==> src/rtl/clause_queue_if.sv <==
// Clause queue handshake bundle: arbiter grant side plus BCP dequeue side.
// err_out is present only when CLAUSE_QUEUE_ERR_EN is defined.
interface clause_queue_if #(
  parameter int DEPTH           = 8,
  parameter int CLAUSE_WIDTH    = 4,
  parameter int ELEMENT_BIT_CNT = 11
);
  localparam int CW   = CLAUSE_WIDTH * ELEMENT_BIT_CNT;
  localparam int CNTW = $clog2(DEPTH + 1);

  logic            grant_in;
  logic [CW-1:0]   clause_in;
  logic            flush_in;
  logic            deq_ready_in;
  logic            full_out;
  logic            deq_valid_out;
  logic [CW-1:0]   deq_clause_out;
  logic [CNTW-1:0] count_out;
`ifdef CLAUSE_QUEUE_ERR_EN
  logic            err_out;

  modport master (
    output grant_in, clause_in, flush_in, deq_ready_in,
    input  full_out, deq_valid_out, deq_clause_out, count_out,
    input  err_out
  );
  modport slave (
    input  grant_in, clause_in, flush_in, deq_ready_in,
    output full_out, deq_valid_out, deq_clause_out, count_out,
    output err_out
  );
`else
  modport master (
    output grant_in, clause_in, flush_in, deq_ready_in,
    input  full_out, deq_valid_out, deq_clause_out, count_out
  );
  modport slave (
    input  grant_in, clause_in, flush_in, deq_ready_in,
    output full_out, deq_valid_out, deq_clause_out, count_out
  );
`endif
endinterface

==> src/rtl/clause_queue.sv <==
// Clause FIFO between the clause arbiter and the BCP engine (FWFT head).
// Optional sticky error flag enabled by macro CLAUSE_QUEUE_ERR_EN.
module clause_queue #(
  parameter int DEPTH           = 8,
  parameter int CLAUSE_WIDTH    = 4,
  parameter int ELEMENT_BIT_CNT = 11
) (
  input logic          clock,
  input logic          reset,
  clause_queue_if.slave q
);
  localparam int CW   = CLAUSE_WIDTH * ELEMENT_BIT_CNT;
  localparam int PW   = $clog2(DEPTH);
  localparam int CNTW = $clog2(DEPTH + 1);

  logic [CW-1:0]   mem [DEPTH];
  logic [PW-1:0]   wr_ptr;
  logic [PW-1:0]   rd_ptr;
  logic [CNTW-1:0] count;
  logic            full;
  logic            empty;
  logic            push;
  logic            pop;

  // Explicit wrap so non-power-of-two depths work.
  function automatic logic [PW-1:0] nxt(input logic [PW-1:0] p);
    return (p == PW'(DEPTH - 1)) ? '0 : p + PW'(1);
  endfunction

  assign full  = (count == CNTW'(DEPTH));
  assign empty = (count == '0);
  assign push  = q.grant_in & ~full & ~q.flush_in;
  assign pop   = q.deq_ready_in & ~empty & ~q.flush_in;

  // Pointer and occupancy update; flush beats push and pop.
  always_ff @(posedge clock or posedge reset) begin
    if (reset) begin
      wr_ptr <= '0;
      rd_ptr <= '0;
      count  <= '0;
    end else if (q.flush_in) begin
      wr_ptr <= '0;
      rd_ptr <= '0;
      count  <= '0;
    end else begin
      if (push) wr_ptr <= nxt(wr_ptr);
      if (pop)  rd_ptr <= nxt(rd_ptr);
      case ({push, pop})
        2'b10:   count <= count + CNTW'(1);
        2'b01:   count <= count - CNTW'(1);
        default: count <= count;
      endcase
    end
  end

  // Storage write; contents are not reset.
  always_ff @(posedge clock) begin
    if (push) mem[wr_ptr] <= q.clause_in;
  end

  assign q.full_out       = full;
  assign q.deq_valid_out  = ~empty;
  assign q.count_out      = count;
  assign q.deq_clause_out = mem[rd_ptr];

`ifdef CLAUSE_QUEUE_ERR_EN
  logic err_r;

  // Sticky on dropped push or pop-while-empty; flush clears.
  always_ff @(posedge clock or posedge reset) begin
    if (reset) begin
      err_r <= 1'b0;
    end else if (q.flush_in) begin
      err_r <= 1'b0;
    end else if ((q.grant_in & full) | (q.deq_ready_in & empty)) begin
      err_r <= 1'b1;
    end
  end

  assign q.err_out = err_r;
`endif
endmodule

==> src/flat_wrapper.sv <==
// flat-port wrapper written by rule: the top's interface ports become plain ports
module clause_queue_flat 
#(
  parameter int DEPTH           = 8,
  parameter int CLAUSE_WIDTH    = 4,
  parameter int ELEMENT_BIT_CNT = 11
)
  (clock, reset, q_grant_in, q_clause_in, q_flush_in, q_deq_ready_in, q_full_out, q_deq_valid_out, q_deq_clause_out, q_count_out);
  clause_queue_if #(.DEPTH(DEPTH), .CLAUSE_WIDTH(CLAUSE_WIDTH), .ELEMENT_BIT_CNT(ELEMENT_BIT_CNT)) q_i ();
  input logic clock;
  input logic reset;
  input wire logic [$bits(q_i.grant_in)-1:0] q_grant_in;
  input wire logic [$bits(q_i.clause_in)-1:0] q_clause_in;
  input wire logic [$bits(q_i.flush_in)-1:0] q_flush_in;
  input wire logic [$bits(q_i.deq_ready_in)-1:0] q_deq_ready_in;
  output wire logic [$bits(q_i.full_out)-1:0] q_full_out;
  output wire logic [$bits(q_i.deq_valid_out)-1:0] q_deq_valid_out;
  output wire logic [$bits(q_i.deq_clause_out)-1:0] q_deq_clause_out;
  output wire logic [$bits(q_i.count_out)-1:0] q_count_out;
  assign q_i.grant_in = q_grant_in;
  assign q_i.clause_in = q_clause_in;
  assign q_i.flush_in = q_flush_in;
  assign q_i.deq_ready_in = q_deq_ready_in;
  assign q_full_out = q_i.full_out;
  assign q_deq_valid_out = q_i.deq_valid_out;
  assign q_deq_clause_out = q_i.deq_clause_out;
  assign q_count_out = q_i.count_out;
  clause_queue #(.DEPTH(DEPTH), .CLAUSE_WIDTH(CLAUSE_WIDTH), .ELEMENT_BIT_CNT(ELEMENT_BIT_CNT)) u_core (.clock(clock), .reset(reset), .q(q_i));
endmodule
==> config.mk <==
export PLATFORM = sky130hd
export DESIGN_NAME = clause_queue_flat
export DESIGN_NICKNAME = d
export VERILOG_FILES = /design/src/rtl/clause_queue_if.sv /design/src/rtl/clause_queue.sv /design/src/flat_wrapper.sv
export SDC_FILE = /design/constraint.sdc
export NUM_CORES = 1
export LEC_CHECK = 0
export BUFFER_PORTS_ARGS = -buffer_cell sky130_fd_sc_hd__buf_2
export CORE_UTILIZATION = 45
export CTS_CLUSTER_SIZE = 40
export DETAILED_ROUTE_END_ITERATION = 16
export PLACE_DENSITY = 0.64
export SLEW_MARGIN = 10
export SYNTH_ARGS = -nofsm -noshare
export SYNTH_HDL_FRONTEND = slang
export SYNTH_SLANG_ARGS = --single-unit
==> constraint.sdc <==
create_clock -name clock -period 7.2 [get_ports clock]
set_input_delay 0 -clock clock [delete_from_list [all_inputs] [get_ports clock]]
set_output_delay 0 -clock clock [all_outputs]
set_load 0.03 [all_outputs]
# == After elaboration in Yosys (flattened, before gate mapping) ==
# Memories as Yosys holds them, arrays and structs flattened.
# Cells that the tools add are included.
# totals
elab_cells,34
in_bits,49
output_inout_bits,50
mem_count,1
ram_bits,352
register_bits,10
# memory_table
name,words,word_bits,rd,rd_ports_with_merged_regs,wr,line,source
u_core.mem,8,44,1,0,1,clause_queue.sv:16,logic [CW-1:0] mem [DEPTH];
# classes
reduce_logical,4
muxes,10
n_bitwise,7
eq_ne,5
addsub,4
# op_table
op,count
2-to-1 mux 3 bit,6
case mux 4 bit (2 select lines),1
adder 3 x 1 -> 3 bit (second input constant),2
equality test 3 bit (second input constant),2
adder 4 x 1 -> 4 bit (second input constant),1
AND 1 bit,4
equality test 4 bit (second input constant),1
zero test 4 bit,1
2-to-1 mux 4 bit,1
nonzero test 2 bit,2
subtractor 4 x 1 -> 4 bit (second input constant),1
NOT 1 bit,3
nonzero test 3 bit,1
equality test 2 x 1 -> 1 bit (second input constant),1
equality test 2 bit (second input constant),1
2-to-1 mux 1 bit,2

# == Longest topological paths before layout ==
# Gate-level depths: netlist (run 1).
# depth
ltp_word,7
mapped_depth,9
depth_no_buf,8

# == Least setup slack after synthesis (run 1) ==
# No wires, ideal clock.
# synth_timing
path_type,register -> register
start,"reg u_core.count[0], in the netlist u_core.q.count_out[0]"
end,"mem u_core.mem[0][0] (netlist bit), enable pin"
synth_period_minus_slack_ns,5.006
setup_ns,0.500
stages_incl_launch_ff,6
path_buffers,1
arrival_ns,4.506
slack_ns,2.194
t_required_ns,6.700
cell_sequence,dfrtp_1 or4b_1 buf_2 nand2_1 or3_1 nor3_1
# synth_between
elab_chain_cells,6
# synth_rtl
element,line,source
"start, declared",clause_queue.sv:19,logic [CNTW-1:0] count;
"start signal, assigned",clause_queue.sv:49,2'b10: count <= count + CNTW'(1);
"start signal, assigned",clause_queue.sv:50,2'b01: count <= count - CNTW'(1);
"start signal, assigned",clause_queue.sv:51,default: count <= count;
equality test 4 bit,clause_queue.sv:30,assign full = (count == CNTW'(DEPTH));
NOT 1 bit,clause_queue.sv:32,assign push = q.grant_in & ~full & ~q.flush_in;
AND 1 bit (2 in a row),clause_queue.sv:32,
2-to-1 mux 1 bit,clause_queue.sv:58,if (push) mem[wr_ptr] <= q.clause_in;
2-to-1 mux 1 bit (not written as such),clause_queue.sv:58,
"end, declared",clause_queue.sv:16,
# Every way passes these cells.

# == Worst setup path after layout (run 1) ==
# layout_timing
start,reg u_core.rd_ptr[0]
end,out q_deq_clause_out[8]
# layout_between
elab_chain_cells,1
# layout_rtl
element,line,source
"start, declared",clause_queue.sv:18,logic [PW-1:0] rd_ptr;
"start signal, assigned",clause_queue.sv:47,if (pop) rd_ptr <= nxt(rd_ptr);
memory (8 x 44 bit),-,
"end, declared",flat_wrapper.sv:18,output wire logic [$bits(q_i.deq_clause_out)-1:0] q_deq_clause_out;
# Every way passes these cells.

==> results.toml, run 1 <==
[cts]
clk-insertion-delay-late_ns = 0.51
clockBufferDepth = 3
clockRootBuffer = "clkbuf_16"
tritoncts = "built"
clock_sinks = 362
clkTransAtPathRegs_ns = 0.06
cts_resized = 0
cts_made_buffers = 37
htreeDepth = 2

[routing]
detail_route.wl_per_cell_um = 22.40
num_vias = 6457
drt-total-wl_um = 26230
routed_via_density = 5.514
drt_pass1_iterations = 4
postRouteAntennaNets = 0
drc = 0
drtIter0Drc = 457

[synth]
synthTopCellsByArea = "edfxtp_1 76%, mux4_2 14%, mux2_2 3.6%"
postSynthAreaPerCell_um2 = 23.59
synth_edf_count = 352
yosys-top-cells-count = "352 x edfxtp_1, 88 x mux4_2, 44 x mux2_2, 15 x clkbuf_1"
ys_seq_elements = 362
async_flop_share = 0.02762
syn_nets = 645
synth_most_common_cell = "edfxtp_1"
yosys_warnings = 0
yosysUniqueCellTypes = 35
syn_area_mm2 = 0.01390
synth-seq-area-share = 0.7786
yosys.area.top_type = "edfxtp_1"
netlist_instances = 589
synth_top_area_frac = 0.7606
synth-main-ff-cell = "edfxtp_1"

[setup_path]
criticalPathCategory = "flop to output pin"
setup.worst_path.end = "q_deq_clause_out[8]"
cpPeakStageDelay_ns = 1.00
cp_data_arrival_time_ns = 3.49
path_max_fanout = 48
r2r_cells = 5
rrSetupSlack_ns = 4.18
worst_ep_required_time_ns = 7.20
start_kind = "flop"
crit_path_end_kind = "output pin"
rr_endpoint = "u_core.mem[4][0]$_DFFE_PP_"
path_cells = "buf_4 > mux4_2 > mux2_2 > buf_2"
timing.rr.start = "u_core.q.count_out[0]$_DFFE_PP0P_"
cp-startpoint = "u_core.rd_ptr[0]$_DFFE_PP0P_"
critPathSlowestCell = "dfrtp_4"

[die]
fp-row-count = 63
core_area_mm2 = 0.03003
fp.dieW_um = 177.7
start_util = 0.4627
io_pins = 99
die_h_um = 177.7
die_area_mm2 = 0.03159

[placed_design]
dp_hpwl_um = 13990
gp_congestion = 0.7319
place_ws_ns = 4.092
io_buffer_count = 98

[finish]
multi_input_area_mm2 = 0.003004
n_fill_cell = 2249
final_nets = 814
drive_gt1_frac = 0.3872
area_growth_pct = 18.42
area.sequential_mm2 = 0.01083
final_util = 0.5480

[outcome]
status = "completed"

[sta]
min_period_over_period = 0.4852
rsz0062_at_grt = "false"
finalWorstSetupSlack_ns = 3.707
final.setup_skew_ns = 0.01506
finalSetupViolations = 0
tightest_slew_ns = 0.9620
max-slew-margin-rel = 0.3587
slew_violations = 0
period_needed_ns = 3.493
setup_tns_ns = 0
fmax_mhz = 286.3
finalHoldViolations = 0

[power_and_ir_drop]
peakVddDrop_mv = 0.2325
powerDensity_mw_per_mm2 = 325.7
power_leakage_nw = 5.330

[global_route]
overflow = 0
met2_usage = 0.3075
grt_usage = 0.1719
grtUsageMet3 = 0.03363
grt_busiest_layer = "met2"
grt_pass1_vias = 7018
grt.met1_usage = 0.2135
antenna_found_initial = 1
grt_pass1_wl_um = 39670
grt_max_degree = 65

[flow_run]
maxCapViolCount = 0

[hold_path]
hp-class = "input port to asynchronous set/reset pin"
-- metal layers --
metal / vias to the layer above / share of wire
met3: 36 / 0.047
li1: 2834 / -
met5: - / 0
met2: 162 / 0.52
met1: 3425 / 0.42
met4: 0 / 0.016
-- flip-flops by register name, indices dropped and copies added (netlist names) --
name and cells:
u_core.rd_ptr 3, u_core.mem 352, u_core.q.count_out 4, u_core.wr_ptr 3
-- power breakdown --
group / leakage (nW) / switching (mW) / internal (mW)
clock network: 0.520 / 0.722 / 0.974
logic: 1.50 / 0.619 / 0.546
registers: 3.31 / 0.114 / 2.38
-- kinds of logic (layout without fill, tap and decap cells) --
family          after synthesis  count (layout)  share of synthesized area
flops                       362             362                     0.7786
fa+ha+maj                     7               7                   0.006842
buf+inv                      30             221                   0.009183
xor+xnor                      2               2                   0.001261
other cells                   0               1                          0
compound gates               15              15                   0.009003
simple gates                 37              37                    0.01396
mux                         136             136                     0.1811
-- per-stage QoR --
step | cell area, um^2 | total power [mW] | instances | hold WS (ns)
after floorplan | 13900 | 3.412 | 589 | -0.1598
after global placement | 14900 | 3.681 | 1060 | -0.005094
after detailed placement | 14900 | 3.711 | 1060 | 0.01266
after CTS | 16450 | 5.430 | 1170 | 0.03140
after global routing | 16450 | 5.578 | 1170 | 0.08733
final | 16460 | 5.359 | 1171 | 0.03255
-- worst min-delay path by stage --
stage / slack (ns) / to / from / depth (start not counted)
5_1_grt: 0.09 / u_core.q.count_out[1]$_DFFE_PP0P_ / reset / 3
4_1_cts: 0.03 / u_core.q.count_out[1]$_DFFE_PP0P_ / reset / 3
6_report: 0.03 / u_core.q.count_out[1]$_DFFE_PP0P_ / reset / 3
3_5_place_dp: 0.01 / u_core.q.count_out[1]$_DFFE_PP0P_ / reset / 2
2_1_floorplan: -0.16 / u_core.q.count_out[0]$_DFFE_PP0P_ / reset / 1
3_3_place_gp: -0.005 / u_core.q.count_out[2]$_DFFE_PP0P_ / reset / 2
-- final cells by class --
cell class,instances,share of cell area
Sequential cell,362,0.6580
Multi-Input combinational cell,197,0.1825
Timing Repair Buffer,158,0.06462
Clock buffer,44,0.05786
Tap cell,390,0.02965
Clock inverter,17,0.006691
Inverter,2,0.0004562
Antenna cell,1,0.0001521
-- placed cells by master, fill, tap and decap left out, drive strengths merged --
master,count
clkbuf,44
fa,1
xnor2,2
nand2b,3
dfrtp,10
o311a,1
buf,109
a21o,1
ha,6
a2111oi,1
nand2,6
or2b,1
o41ai,1
dlygate4sd3,49
nor3,4
a211oi,3
or3,2
diode,1
nor2b,1
a21oi,7
nand3,3
or4b,1
nor2,12
mux4,88
o21ai,1
nand4b,1
clkinv,13
nor3b,1
mux2i,4
mux2,44
inv,4
or3b,1
bufinv,1
edfxtp,352
clkinvlp,1
nor4,1
-- worst max-delay path: cells and delay by family, from the launching register on --
family,cells,cell delay (ns)
multiplexers,2,0.89
buffers and inverters,2,1.08
flip-flops,1,1.00
-- timing repair --
action | in CTS | in global routing
endpoints found under the setup margin | 0 | 0
endpoints found under the hold margin | 371 | 0
setup buffers | 0 | 0
hold buffers | 49 | 0
No activity file was read; power rests on OpenSTA's default activity.
==> run 2, diff against run 1 <==
--- a/config.mk
+++ b/config.mk
@@ -9,7 +9,7 @@
 export CORE_UTILIZATION = 45
 export CTS_CLUSTER_SIZE = 40
 export DETAILED_ROUTE_END_ITERATION = 16
-export PLACE_DENSITY = 0.64
+export PLACE_DENSITY = 0.67
 export SLEW_MARGIN = 10
 export SYNTH_ARGS = -nofsm -noshare
 export SYNTH_HDL_FRONTEND = slang
==> constraint.sdc (replaced) <==
create_clock -name clock -period 3.2 [get_ports clock]
set_input_delay 0 -clock clock [delete_from_list [all_inputs] [get_ports clock]]
set_output_delay 0 -clock clock [all_outputs]
set_load 0.03 [all_outputs]
==> run 2 against run 1 <==
  * Via count grew 0.62%
  * Count of clock-buffer cells in the layout shrank 1
  * Sequential share of layout area shrank 0.83 points
  * Critical path depth grew 4
  * Critical path type is now flop to flop
  * Largest power group unchanged
==> results.toml, run 2 (same netlist as run 1, synthesis figures left out) <==
[finish]
diodes = 0
drive_gt1_frac = 0.3972
largest_reg_flops = 352
layout_common_cells = "352 x edfxtp_1, 98 x buf_2, 88 x mux4_2"
area_growth_pct = 19.94
fin_cells = 1183
final_nets = 825
final_common_cell = "edfxtp_1"
largest_register = "u_core.mem"
design_area_mm2 = 0.01667

[die]
io_pins = 99
core_area_mm2 = 0.03003
fp.dieW_um = 177.7
start_util = 0.4627
die_h_um = 177.7
fp-row-count = 63
die_area_mm2 = 0.03159

[cts]
clkTransAtPathRegs_ns = 0.06
tritoncts = "built"
cts_resized = 0
clockRootBuffer = "clkbuf_16"
postCtsSetupBuffers = 0
htreeDepth = 2
cts_made_buffers = 36
ctsHoldBuffers = 48
clock_sinks = 362
clk-insertion-delay-late_ns = 0.52
clockBufferDepth = 3

[sta]
setup_tns_ns = 0
finalWorstSetupSlack_ns = 0.1835
final.setup_skew_ns = 0.01918
rsz0062_at_grt = "false"
fmax_mhz = 331.5
finalSetupViolations = 0
tightest_slew_ns = 0.7254
min_period_over_period = 0.9427
max-slew-margin-rel = 0.5164
period_needed_ns = 3.017
finalHoldViolations = 0
slew_violations = 0

[placed_design]
place_ws_ns = 0.2815
place_inst = 1073
dp_hpwl_um = 15360
gp_congestion = 0.7254
io_buffer_count = 98
placed_area_mm2 = 0.01506

[flow_run]
maxCapViolCount = 0

[global_route]
grt_busiest_layer = "met2"
met2_usage = 0.2992
grt_pass1_wl_um = 40980
antenna_found_initial = 0
overflow = 0
grtUsageMet3 = 0.02913
grt.met1_usage = 0.2371
grt_usage = 0.1768
grt_max_degree = 45
grt_pass1_vias = 7106

[routing]
drt_pass1_iterations = 4
drt-total-wl_um = 26950
postRouteAntennaNets = 0
drtIter0Drc = 412
routed_via_density = 5.492
drc = 0
num_vias = 6497
detail_route.wl_per_cell_um = 22.78

[setup_path]
path_max_fanout = 8
path_delay_family = "simple AND/OR/NAND/NOR gates"
start_kind = "flop"
path_cells = "or4b_1 > a21oi_2 > nor2b_1 > ha_1 > a21o_1 > a2111oi_0 > mux2i_1 > or3b_1"
cp_num_buf_inv = 0
r2r_cells = 8
cp_data_arrival_time_ns = 3.46
crit_cells = 8
rrSetupSlack_ns = 0.18
crit_path_end_kind = "flop"
worst_ep_required_time_ns = 3.64
cpPeakStageDelay_ns = 0.59
critPathSlowestCell = "or4b_1"
criticalPathCategory = "flop to flop"

[power_and_ir_drop]
powerDensity_mw_per_mm2 = 742.1
peakVddDrop_mv = 0.3098
power_leakage_nw = 5.426
power_mw = 12.37

[outcome]
status = "completed"

[hold_path]
hp-class = "input port to asynchronous set/reset pin"
## run 2: cell types whose count changed in the layout (fill, tap and decap cells not counted), sizes merged
cell	before	now
buf	109	122
dlygate4sd3	49	48
clkinv	13	14
inv	4	3
clkbuf	44	43
bufinv	1	4
diode	1	0
clkinvlp	1	0
## run 2: per-stage QoR
step | hold slack (ns) | util
floorplan | -0.1598 | -
global placement | -0.01040 | 0.5015
detailed placement | 0.01047 | 0.5015
CTS | 0.03329 | 0.5550
global route | 0.07223 | 0.5550
finish | 0.02953 | 0.5550
## run 2: routing by layer
layer,share of wire,vias to the layer above
li1,-,2855
met1,0.43,3444
met2,0.51,167
met3,0.046,31
met4,0.017,0
met5,0,-
## run 2: final cells by class
cell class | count | area, um^2
Clock inverter | 19 | 198.9
Clock buffer | 43 | 927.1
Timing Repair Buffer | 170 | 1201
Inverter | 2 | 7.507
Sequential cell | 362 | 10830
Multi-Input combinational cell | 197 | 3017
Fill cell | 2195 | 13360
Tap cell | 390 | 488.0
## run 2: where the power goes
part / leakage (nW) / switching [mW] / internal [mW] / total, mW
Clock: 0.550 / 1.64 / 2.39 / 4.02
Sequential: 3.31 / 0.252 / 5.36 / 5.62
Combinational: 1.57 / 1.45 / 1.28 / 2.73
Total: 5.43 / 3.34 / 9.03 / 12.4
## run 2: worst register-to-register path: stages (launching register included)
cell,delay [ns]
dfrtp_1,0.50
or4b_1,0.60
a21oi_2,0.21
nor2b_1,0.29
ha_1,0.29
a21o_1,0.22
a2111oi_0,0.49
mux2i_1,0.18
or3b_1,0.19
## run 2: path summary, 6_finish.rpt
check	startpoint	end
max	u_core.q.count_out[0]$_DFFE_PP0P_	u_core.q.count_out[3]$_DFFE_PP0P_
min	reset	u_core.q.count_out[2]$_DFFE_PP0P_
max reg2reg	u_core.q.count_out[0]$_DFFE_PP0P_	u_core.q.count_out[3]$_DFFE_PP0P_
min reg2reg	u_core.wr_ptr[0]$_DFFE_PP0P_	u_core.wr_ptr[0]$_DFFE_PP0P_
max in group asynchronous	reset	u_core.rd_ptr[1]$_DFFE_PP0P_
min in group clock	q_clause_in[29]	u_core.mem[1][29]$_DFFE_PP_
==> run 3, diff against run 2 <==
==> constraint.sdc (replaced) <==
create_clock -name clock -period 3.2 [get_ports clock]
set_input_delay 0.32 -clock clock [delete_from_list [all_inputs] [get_ports clock]]
set_output_delay 0.32 -clock clock [all_outputs]
set_load 0.03 [all_outputs]
==> run 3 against run 2 <==
  * Power fell by 1.1%
  * Largest cell class unchanged
  * Count of clock-buffer cells in the layout rose by 4
  * Fmax rose by 1.7%
  * Register-to-register slack improved by 0.05 ns
  * Flip-flop and latch count did not move
  * Design area fell by 2.8%
  * First-iteration DRC count rose by 7.8%
==> results.toml, run 3 (same netlist as run 1, synthesis figures left out) <==
[routing]
drtIter0Drc = 444
detail_route.wl_per_cell_um = 23.17
routed_via_density = 5.492
drt-total-wl_um = 26360
drc = 0
drt_pass1_iterations = 4
num_vias = 6250
postRouteAntennaNets = 0

[global_route]
overflow = 0
antenna_found_initial = 3
grt_pass1_wl_um = 40100
grt_max_degree = 49
grt_pass1_vias = 6769
grt_usage = 0.1736

[die]
io_pins = 99
start_util = 0.4627
fp.dieW_um = 177.7
core_area_mm2 = 0.03003
fp-row-count = 63
die_area_mm2 = 0.03159
die_h_um = 177.7

[placed_design]
dp_hpwl_um = 14930
io_buffer_count = 98
place_ws_ns = 0.1457
place_inst = 1074
gp_congestion = 0.7631
placed_area_mm2 = 0.01506

[sta]
final.setup_skew_ns = 0.01248
period_needed_ns = 2.966
fmax_mhz = 337.1
finalWorstSetupSlack_ns = 0.2337
rsz0062_at_grt = "false"
slew_violations = 0
finalHoldViolations = 0
tightest_slew_ns = 0.5244
holdWs_ns = 0.06529
setup_tns_ns = 0
min_period_over_period = 0.9270
max-slew-margin-rel = 0.6492
finalSetupViolations = 0

[finish]
final_common_cell = "edfxtp_1"
largest_reg_flops = 352
layout_common_cells = "352 x edfxtp_1, 98 x buf_2, 88 x mux4_2"
largest_register = "u_core.mem"
final_nets = 781
final_util = 0.5394
drive_gt1_frac = 0.4290
design_area_mm2 = 0.01620
fin_cells = 1138
area_growth_pct = 16.57

[setup_path]
cpPeakStageDelay_ns = 0.71
critPathSlowestCell = "or4b_1"
worst_ep_required_time_ns = 3.66
rrSetupSlack_ns = 0.23
cp_data_arrival_time_ns = 3.42
timing.rr.start = "u_core.q.count_out[0]$_DFFE_PP0P_"
rr_endpoint = "u_core.q.count_out[3]$_DFFE_PP0P_"
start_kind = "flop"
criticalPathCategory = "flop to flop"
r2r_cells = 8
path_max_fanout = 8
crit_path_end_kind = "flop"
path_cells = "or4b_1 > a21oi_2 > nor2b_2 > ha_1 > a21o_1 > a2111oi_0 > mux2i_1 > or3b_1"

[power_and_ir_drop]
powerDensity_mw_per_mm2 = 754.9
peakVddDrop_mv = 0.4303
power_mw = 12.23
power_leakage_nw = 5.223

[hold_path]
hp-class = "input port to flop"
min_path_cells = 1
hp-start = "q_clause_in[30]"
holdPathEnd = "u_core.mem[4][30]$_DFFE_PP_"

[cts]
clkTransAtPathRegs_ns = 0.06
htreeDepth = 2
clock_sinks = 362
cts_made_buffers = 37
clk-insertion-delay-late_ns = 0.52
tritoncts = "built"
clockRootBuffer = "clkbuf_16"
clockBufferDepth = 3

[outcome]
status = "completed"

[flow_run]
maxCapViolCount = 0
## run 3: timing repair
action	4_1_cts	5_1_grt
hold endpoints to repair	10	0
buffers inserted	0	1
endpoints found under the setup margin	0	15
hold buffers	1	0
gates resized for setup	0	1
## run 3: worst max-delay path by stage
stage,from,endpoint,depth (start not counted)
2_1_floorplan,u_core.q.count_out[0]$_DFFE_PP0P_,u_core.mem[2][0]$_DFFE_PP_,5
3_3_place_gp,u_core.q.count_out[0]$_DFFE_PP0P_,u_core.q.count_out[3]$_DFFE_PP0P_,8
3_5_place_dp,u_core.q.count_out[0]$_DFFE_PP0P_,u_core.q.count_out[3]$_DFFE_PP0P_,8
4_1_cts,u_core.rd_ptr[0]$_DFFE_PP0P_,q_deq_clause_out[40],4
5_1_grt,u_core.q.count_out[0]$_DFFE_PP0P_,u_core.q.count_out[3]$_DFFE_PP0P_,8
6_report,u_core.q.count_out[0]$_DFFE_PP0P_,u_core.q.count_out[3]$_DFFE_PP0P_,8
## run 3: worst max-delay path: cells and delay by family (launching register included)
family / cells / cell delay, ns
mux: 1 / 0.14
flops: 1 / 0.50
compound gates: 3 / 0.88
fa+ha+maj: 1 / 0.26
simple gates: 3 / 1.13
## run 3: cell type report
cell class | instances | area (um^2)
multi-input cells | 197 | 3019
clock inverters | 13 | 120.1
clock buffers | 47 | 984.7
diodes | 2 | 5.005
well taps | 390 | 488.0
fillers | 2229 | 13830
repair buffers | 125 | 745.7
flip-flops and latches | 362 | 10830
inverters | 2 | 7.507
## run 3: report_power, final
group	total, mW	switching (mW)	internal [mW]
clock network	3.93	1.66	2.26
logic	2.76	1.50	1.26
registers	5.54	0.173	5.37
## run 3: per-layer routing
layer,track usage,wire length (um),vias up
met1,0.2238,11100,3273
met3,0.03728,1342,41
met4,0.04701,476,2
met2,0.2979,13430,167
li1,-,-,2767
met5,0,13,-
